### config.mk
export PLATFORM = sky130hd
export DESIGN_NAME = ex_mem_reg
export DESIGN_NICKNAME = d
export VERILOG_FILES = /design/src/rtl/ex_mem_reg.sv
export SDC_FILE = /design/constraint.sdc
export NUM_CORES = 1
export LEC_CHECK = 0
export CORE_MARGIN = 4
export CORE_UTILIZATION = 41
export DETAILED_ROUTE_END_ITERATION = 12
export MAX_ROUTING_LAYER = met4
export PLACE_DENSITY_LB_ADDON = 0.25
export SLEW_MARGIN = 10
export SYNTH_ARGS = -nofsm -noshare
export SYNTH_HDL_FRONTEND = slang
export SYNTH_SLANG_ARGS = --single-unit
### constraint.sdc
create_clock -name clk -period 2.55 [get_ports clk]
set_clock_uncertainty 0.15 [all_clocks]
set_input_delay 0.51 -clock clk [delete_from_list [all_inputs] [get_ports clk]]
set_output_delay 0.51 -clock clk [all_outputs]
set_load 0.01 [all_outputs]
### src/rtl/ex_mem_reg.sv
// EX/MEM pipeline register: carries EX results and control into the memory stage,
// owns the architectural {N,Z,V} flag register and the sticky halt status.
module ex_mem_reg #(
    parameter int unsigned DW = 16,
    parameter int unsigned RW = 4
) (
    input  logic          clk,
    input  logic          rst_n,
    input  logic          stall,
    input  logic          flush,
    input  logic          exValid,
    input  logic [DW-1:0] exAluResult,
    input  logic [2:0]    exFlags,
    input  logic          exFlagsWe,
    input  logic [DW-1:0] exStoreData,
    input  logic [RW-1:0] exDstReg,
    input  logic          exRegWrite,
    input  logic          exMemRead,
    input  logic          exMemWrite,
    input  logic          exMemToReg,
    input  logic          exHlt,
    input  logic [DW-1:0] exPcPlus1,
    output logic [2:0]    flagsToEx,
    output logic          memValid,
    output logic [DW-1:0] memAluResult,
    output logic [DW-1:0] memStoreData,
    output logic [RW-1:0] memDstReg,
    output logic          memRegWrite,
    output logic          memMemRead,
    output logic          memMemWrite,
    output logic          memMemToReg,
    output logic [DW-1:0] memPcPlus1,
    output logic          halted
);

    localparam int unsigned FW = 3;

    logic          valid_q,      valid_d;
    logic [DW-1:0] alu_result_q, alu_result_d;
    logic [DW-1:0] store_data_q, store_data_d;
    logic [RW-1:0] dst_reg_q,    dst_reg_d;
    logic          reg_write_q,  reg_write_d;
    logic          mem_read_q,   mem_read_d;
    logic          mem_write_q,  mem_write_d;
    logic          mem_to_reg_q, mem_to_reg_d;
    logic [DW-1:0] pc_plus1_q,   pc_plus1_d;
    logic          halted_q,     halted_d;
    logic [FW-1:0] flags_q,      flags_d;

    logic          take_c;
    logic          flags_bypass_c;
    logic [FW-1:0] flags_next_c;

    // Capture qualifier; a halted pipe only ever emits bubbles.
    assign take_c = exValid & ~stall & ~flush & ~halted_q;

    // Bypass mux: what the flag register becomes if this cycle is not stalled.
    assign flags_bypass_c = exValid & exFlagsWe & ~flush & ~halted_q;
    assign flags_next_c   = flags_bypass_c ? exFlags : flags_q;

    always_comb begin
        valid_d      = valid_q;
        alu_result_d = alu_result_q;
        store_data_d = store_data_q;
        dst_reg_d    = dst_reg_q;
        reg_write_d  = reg_write_q;
        mem_read_d   = mem_read_q;
        mem_write_d  = mem_write_q;
        mem_to_reg_d = mem_to_reg_q;
        pc_plus1_d   = pc_plus1_q;
        halted_d     = halted_q;
        flags_d      = flags_q;

        if (!stall) begin
            flags_d = flags_next_c;
            if (take_c) begin
                valid_d      = 1'b1;
                alu_result_d = exAluResult;
                store_data_d = exStoreData;
                dst_reg_d    = exDstReg;
                reg_write_d  = exRegWrite;
                mem_read_d   = exMemRead;
                mem_write_d  = exMemWrite;
                mem_to_reg_d = exMemToReg;
                pc_plus1_d   = exPcPlus1;
                halted_d     = halted_q | exHlt;
            end else begin
                // Bubble: side-effecting controls must drop with valid.
                valid_d     = 1'b0;
                reg_write_d = 1'b0;
                mem_read_d  = 1'b0;
                mem_write_d = 1'b0;
            end
        end
    end

    always_ff @(posedge clk or negedge rst_n) begin
        if (!rst_n) begin
            valid_q      <= 1'b0;
            alu_result_q <= '0;
            store_data_q <= '0;
            dst_reg_q    <= '0;
            reg_write_q  <= 1'b0;
            mem_read_q   <= 1'b0;
            mem_write_q  <= 1'b0;
            mem_to_reg_q <= 1'b0;
            pc_plus1_q   <= '0;
            halted_q     <= 1'b0;
            flags_q      <= '0;
        end else begin
            valid_q      <= valid_d;
            alu_result_q <= alu_result_d;
            store_data_q <= store_data_d;
            dst_reg_q    <= dst_reg_d;
            reg_write_q  <= reg_write_d;
            mem_read_q   <= mem_read_d;
            mem_write_q  <= mem_write_d;
            mem_to_reg_q <= mem_to_reg_d;
            pc_plus1_q   <= pc_plus1_d;
            halted_q     <= halted_d;
            flags_q      <= flags_d;
        end
    end

    // EX's own op reads the registered flags; its result lands here next edge.
    assign flagsToEx    = flags_q;
    assign memValid     = valid_q;
    assign memAluResult = alu_result_q;
    assign memStoreData = store_data_q;
    assign memDstReg    = dst_reg_q;
    assign memRegWrite  = reg_write_q;
    assign memMemRead   = mem_read_q;
    assign memMemWrite  = mem_write_q;
    assign memMemToReg  = mem_to_reg_q;
    assign memPcPlus1   = pc_plus1_q;
    assign halted       = halted_q;

endmodule

Word-level counts from Yosys, hierarchy flattened
Index checks and enable logic that the tools add are counted.
{ "totals": {"out_inout_bits": 61, "input_bits": 66, "word_cells": 27, "register_bits": 61} }
{ "op_classes": {"mux": 4, "n_bitwise": 10, "reduce_logical": 2} }
{ "ops": {"columns": ["operator", "count"], "rows": [
  ["$and 1x1->1", 6],
  ["$mux 1", 4],
  ["$reduce_and 2->1", 2],
  ["$not 1->1", 3],
  ["$or 1x1->1", 1]
]} }

Logic depth before layout (Yosys ltp)
{ "logic_depth": {"word_depth": 5, "ltp_mapped": 4, "ltp_nobuf": 3} }

Least setup slack after synthesis
Ideal clock, no wire load.
{ "synth_path": {"kind": "input to register", "from": "input flush", "to": "register store_data_q[10] (netlist: memStoreData[10])", "setup_slack_ns": 0.769, "setup_time_ns": 0.125, "path_buffers": 2, "t_arrival_ns": 1.507, "path_stages": 4, "required_time_ns": 2.275, "path_cell_list": "nor4b_4 > buf_4 > buf_4 > mux2_2"} }
{ "synth_via": {"elab_chain_cells": 4} }
{ "synth_lines": {"columns": ["element", "line", "rtl"], "rows": [
  ["from (decl)", "10", "input logic flush,"],
  ["$not 1->1", "55", "assign take_c = exValid & ~stall & ~flush & ~halted_q;"],
  ["$and 1x1->1 (2 in a row)", "55", null],
  ["$reduce_and 2->1 (no source line)", null, null],
  ["to (signal assigned)", "113", "store_data_q <= store_data_d;"],
  ["to (decl)", "40", "logic [DW-1:0] store_data_q, store_data_d;"]
]} }
No other way between the ends.
A chain may end at the register's enable or synchronous reset.

Worst setup path after layout
{ "layout_path": {"from": "input stall", "to": "register pc_plus1_q[4] (netlist: memPcPlus1[4])"} }
{ "layout_via": {"elab_chain_cells": 5} }
{ "layout_lines": {"columns": ["element", "line", "rtl"], "rows": [
  ["from (decl)", "9", "input logic stall,"],
  ["$not 1->1 (no source line) *", null, null],
  ["$and 1x1->1 (3 in a row)", "55", null],
  ["$reduce_and 2->1 (no source line) *", null, null],
  ["to (signal assigned)", "119", "pc_plus1_q <= pc_plus1_d;"],
  ["to (decl)", "46", "logic [DW-1:0] pc_plus1_q, pc_plus1_d;"]
]} }
Every way passes the cells marked *; elsewhere a longest branch is shown, timed or not.

==> flow_summary.yaml <==
timing:
  hold_violations: 0
  clock.fmax_ghz: 0.501
  whs_ns: 0.178
  max_slew_margin_pct: 49.8
  worstMarginPinSlew_ns: 0.753
  timing.setup.tns_ns: 0
  grt_setup_unrepaired: "false"
  min_period_over_period_pct: 78.2
  setup_viol: 0
  drv_slew: 0
  period_minus_slack_ns: 1.99
  fin_ws_ns: 0.556
global_route:
  grt_max_degree: 62
  grt.overflow.total: 0
  grt_pass1_vias: 1817
  antenna_found_initial: 0
  grt_pass1_wl_um: 8530
  grtUsageTotal_pct: 17.7
layout:
  diodes: 0
  final_nets: 332
  stdcell_area_mm2: 0.00381
  drive_gt1_share_pct: 27.3
  syn2layout_area_growth_pct: 68.7
  utilization_pct: 72.8
  final_cells: 341
pwr:
  p_sw_share_pct: 27.0
  clkPwrFrac_pct: 21.1
  leakage_nw: 1.59
  max-vdd-ir-drop_mv: 0.570
  netSwitchingPower_mw: 1.15
  comb_power_share_pct: 40.5
  total_power_mw: 4.25
  power.internal_mw: 3.10
  power_density_mw_per_mm2: 1110
  p_seq_share_pct: 38.4
route:
  drc_errors: 0
  ant_nets: 0
  first_iter_violations: 56
  wl_per_cell_um: 16.0
  vias_per_cell: 4.65
  vias: 1584
  routed_wl_um: 5470
  dr.pass1.iters: 4
cts:
  post_cts_buffers: 0
  cts-root-buf: "clkbuf_8"
  cts_made_buffers: 9
  cts.htree.levels: 3
  cts.path.max_buffers: 2
  cts_resized: 0
  clkLatencyLatePin_ns: 0.32
  cts.sinks: 61
  cts_hold_buf: 0
  path_clk_slew_ns: 0.07
  cts_tree: "yes"
synth:
  synthDistinctLibCells: 9
  synth_common_cells: "61 x dfrtp_1, 53 x mux2_2, 4 x buf_2"
  synth_area_leader_cell: "dfrtp_1"
  yosys_most_used_dff: "dfrtp_1"
  synth_most_common_cell: "dfrtp_1"
  synth_edf_count: 0
  yosys.area_share.simple_pct: 1.22
  synth_mux_area_share_pct: 27.9
  yosys_warnings: 0
  syn_inst: 130
  synthAdderAreaFrac_pct: 0
  synth_top_family_by_area: "multiplexers"
  yosysSeqAreaShare_pct: 67.5
  synth_xor_area_share_pct: 0
  synth_compound_area_share_pct: 1.83
  syn_area_per_cell_um2: 17.4
  syn_nets: 196
  synthTopCellsByArea: "dfrtp_1 68%, mux2_2 26%, mux2_1 1.5%, a22o_1 1.2%, nor4b_4 1.1%"
  syn-cell-area_mm2: 0.00226
  synthArstFlopShare_pct: 100
  yosys.area.top_type_share_pct: 67.5
  yosys_register_bits: 61
worst_setup_path:
  cpMaxStageDelayCell: "clkdlybuf4s50_1"
  crit_chain: "clkdlybuf4s50_1 > nor4b_4 > buf_4 > mux2_2"
  critical_path_depth: 4
  path_class: "primary input to register"
  path_delay_family: "buffers and inverters"
  path_max_fanout: 30
  r2r_cells: 3
  r2r_slack_ns: 0.75
  cp.required_ns: 2.60
  r2r-end: "memPcPlus1[4]"
  startpoint_type: "primary input"
  cp_num_buf_inv: 2
  rr_startpoint: "halted"
  cp.arrival_ns: 2.05
  endpoint_kind: "register"
  cp_slowest_stage_delay_ns: 0.47
placed_design:
  place_ws_ns: 0.205
  io_buffers: 126
  placed_area_mm2: 0.00361
  dpl.hpwl_um: 4120
  gp_congestion: 0.791
  place_inst: 325
floorplanning:
  core_area_mm2: 0.00524
  rows: 26
  ios: 127
  die_area_mm2: 0.00677
  fp.dieH_um: 82.3
  start_util_pct: 43.2
  die_w_um: 82.3
hold_path:
  hp-class: "primary input to asynchronous set/reset pin"
outcome:
  outcome: "complete, no violations"
job:
  max_cap_viol_count: 0
-- power by group through the flow --
| stage | registers [mW] | logic, mW | clock network [mW] |
|---|---|---|---|
| after floorplan | 1.86 | 0.406 | 0 |
| after global placement | 1.63 | 1.72 | 0 |
| after detailed placement | 1.65 | 1.75 | 0 |
| after CTS | 1.64 | 1.75 | 0.929 |
| after global routing | 1.69 | 1.84 | 0.983 |
| final | 1.63 | 1.72 | 0.896 |
-- metal layers --
layer | vias to the layer above | track usage [%] | part of all wire (%)
li1 | 732 | - | -
met1 | 758 | 19.9 | 40
met2 | 84 | 28.6 | 49
met3 | 10 | 4.34 | 9.0
met4 | 0 | 10.6 | 2.5
met5 | - | - | 0
-- cells by family after synthesis --
family | count (synthesis)
compound gates | 5
mux | 56
flops | 61
buf+inv | 6
simple gates | 2
-- layout make-up --
cell class              count  area (µm²)
fillers                   351        1420
well taps                  70        87.6
clock buffers              11         131
clock inverters             5        75.1
multi-input cells          63         699
flip-flops and latches     61        1530
repair buffers            131        1290
-- cell usage in the layout (no fill, tap or decap) --
cell | netlist | layout
nand2_1 | 1 | 1
mux2_2 | 53 | 53
a21o_1 | 2 | 2
buf_4 | 2 | 5
dfrtp_1 | 61 | 61
clkbuf_8 | 0 | 9
bufinv_16 | 0 | 2
clkdlybuf4s50_1 | 0 | 125
mux2_1 | 3 | 3
buf_2 | 4 | 1
a22o_1 | 3 | 3
clkbuf_1 | 0 | 2
nor4b_4 | 1 | 1
clkinv_2 | 0 | 3
-- worst reg2reg max path, stage by stage, from the launching register on --
cell     delay [ns]
dfrtp_1        0.42
nor4b_4        0.33
buf_4          0.40
mux2_2         0.39
-- state kept, by name (all words and copies together), names as in the netlist --
signal	cells
memMemRead	1
memMemToReg	1
memValid	1
memStoreData	16
memRegWrite	1
memDstReg	4
memPcPlus1	16
flagsToEx	3
halted	1
memMemWrite	1
memAluResult	16
-- how the worst max path moves through the flow --
stage | start | end | slack, ns
after floorplan | flush | memStoreData[10] | 0.77
after CTS | stall | flagsToEx[2] | 0.55
after global routing | stall | flagsToEx[2] | 0.47
final | stall | memPcPlus1[4] | 0.56
after global placement | flush | flagsToEx[0] | 0.23
after detailed placement | flush | flagsToEx[2] | 0.20
(Power assumes the default switching activity.)
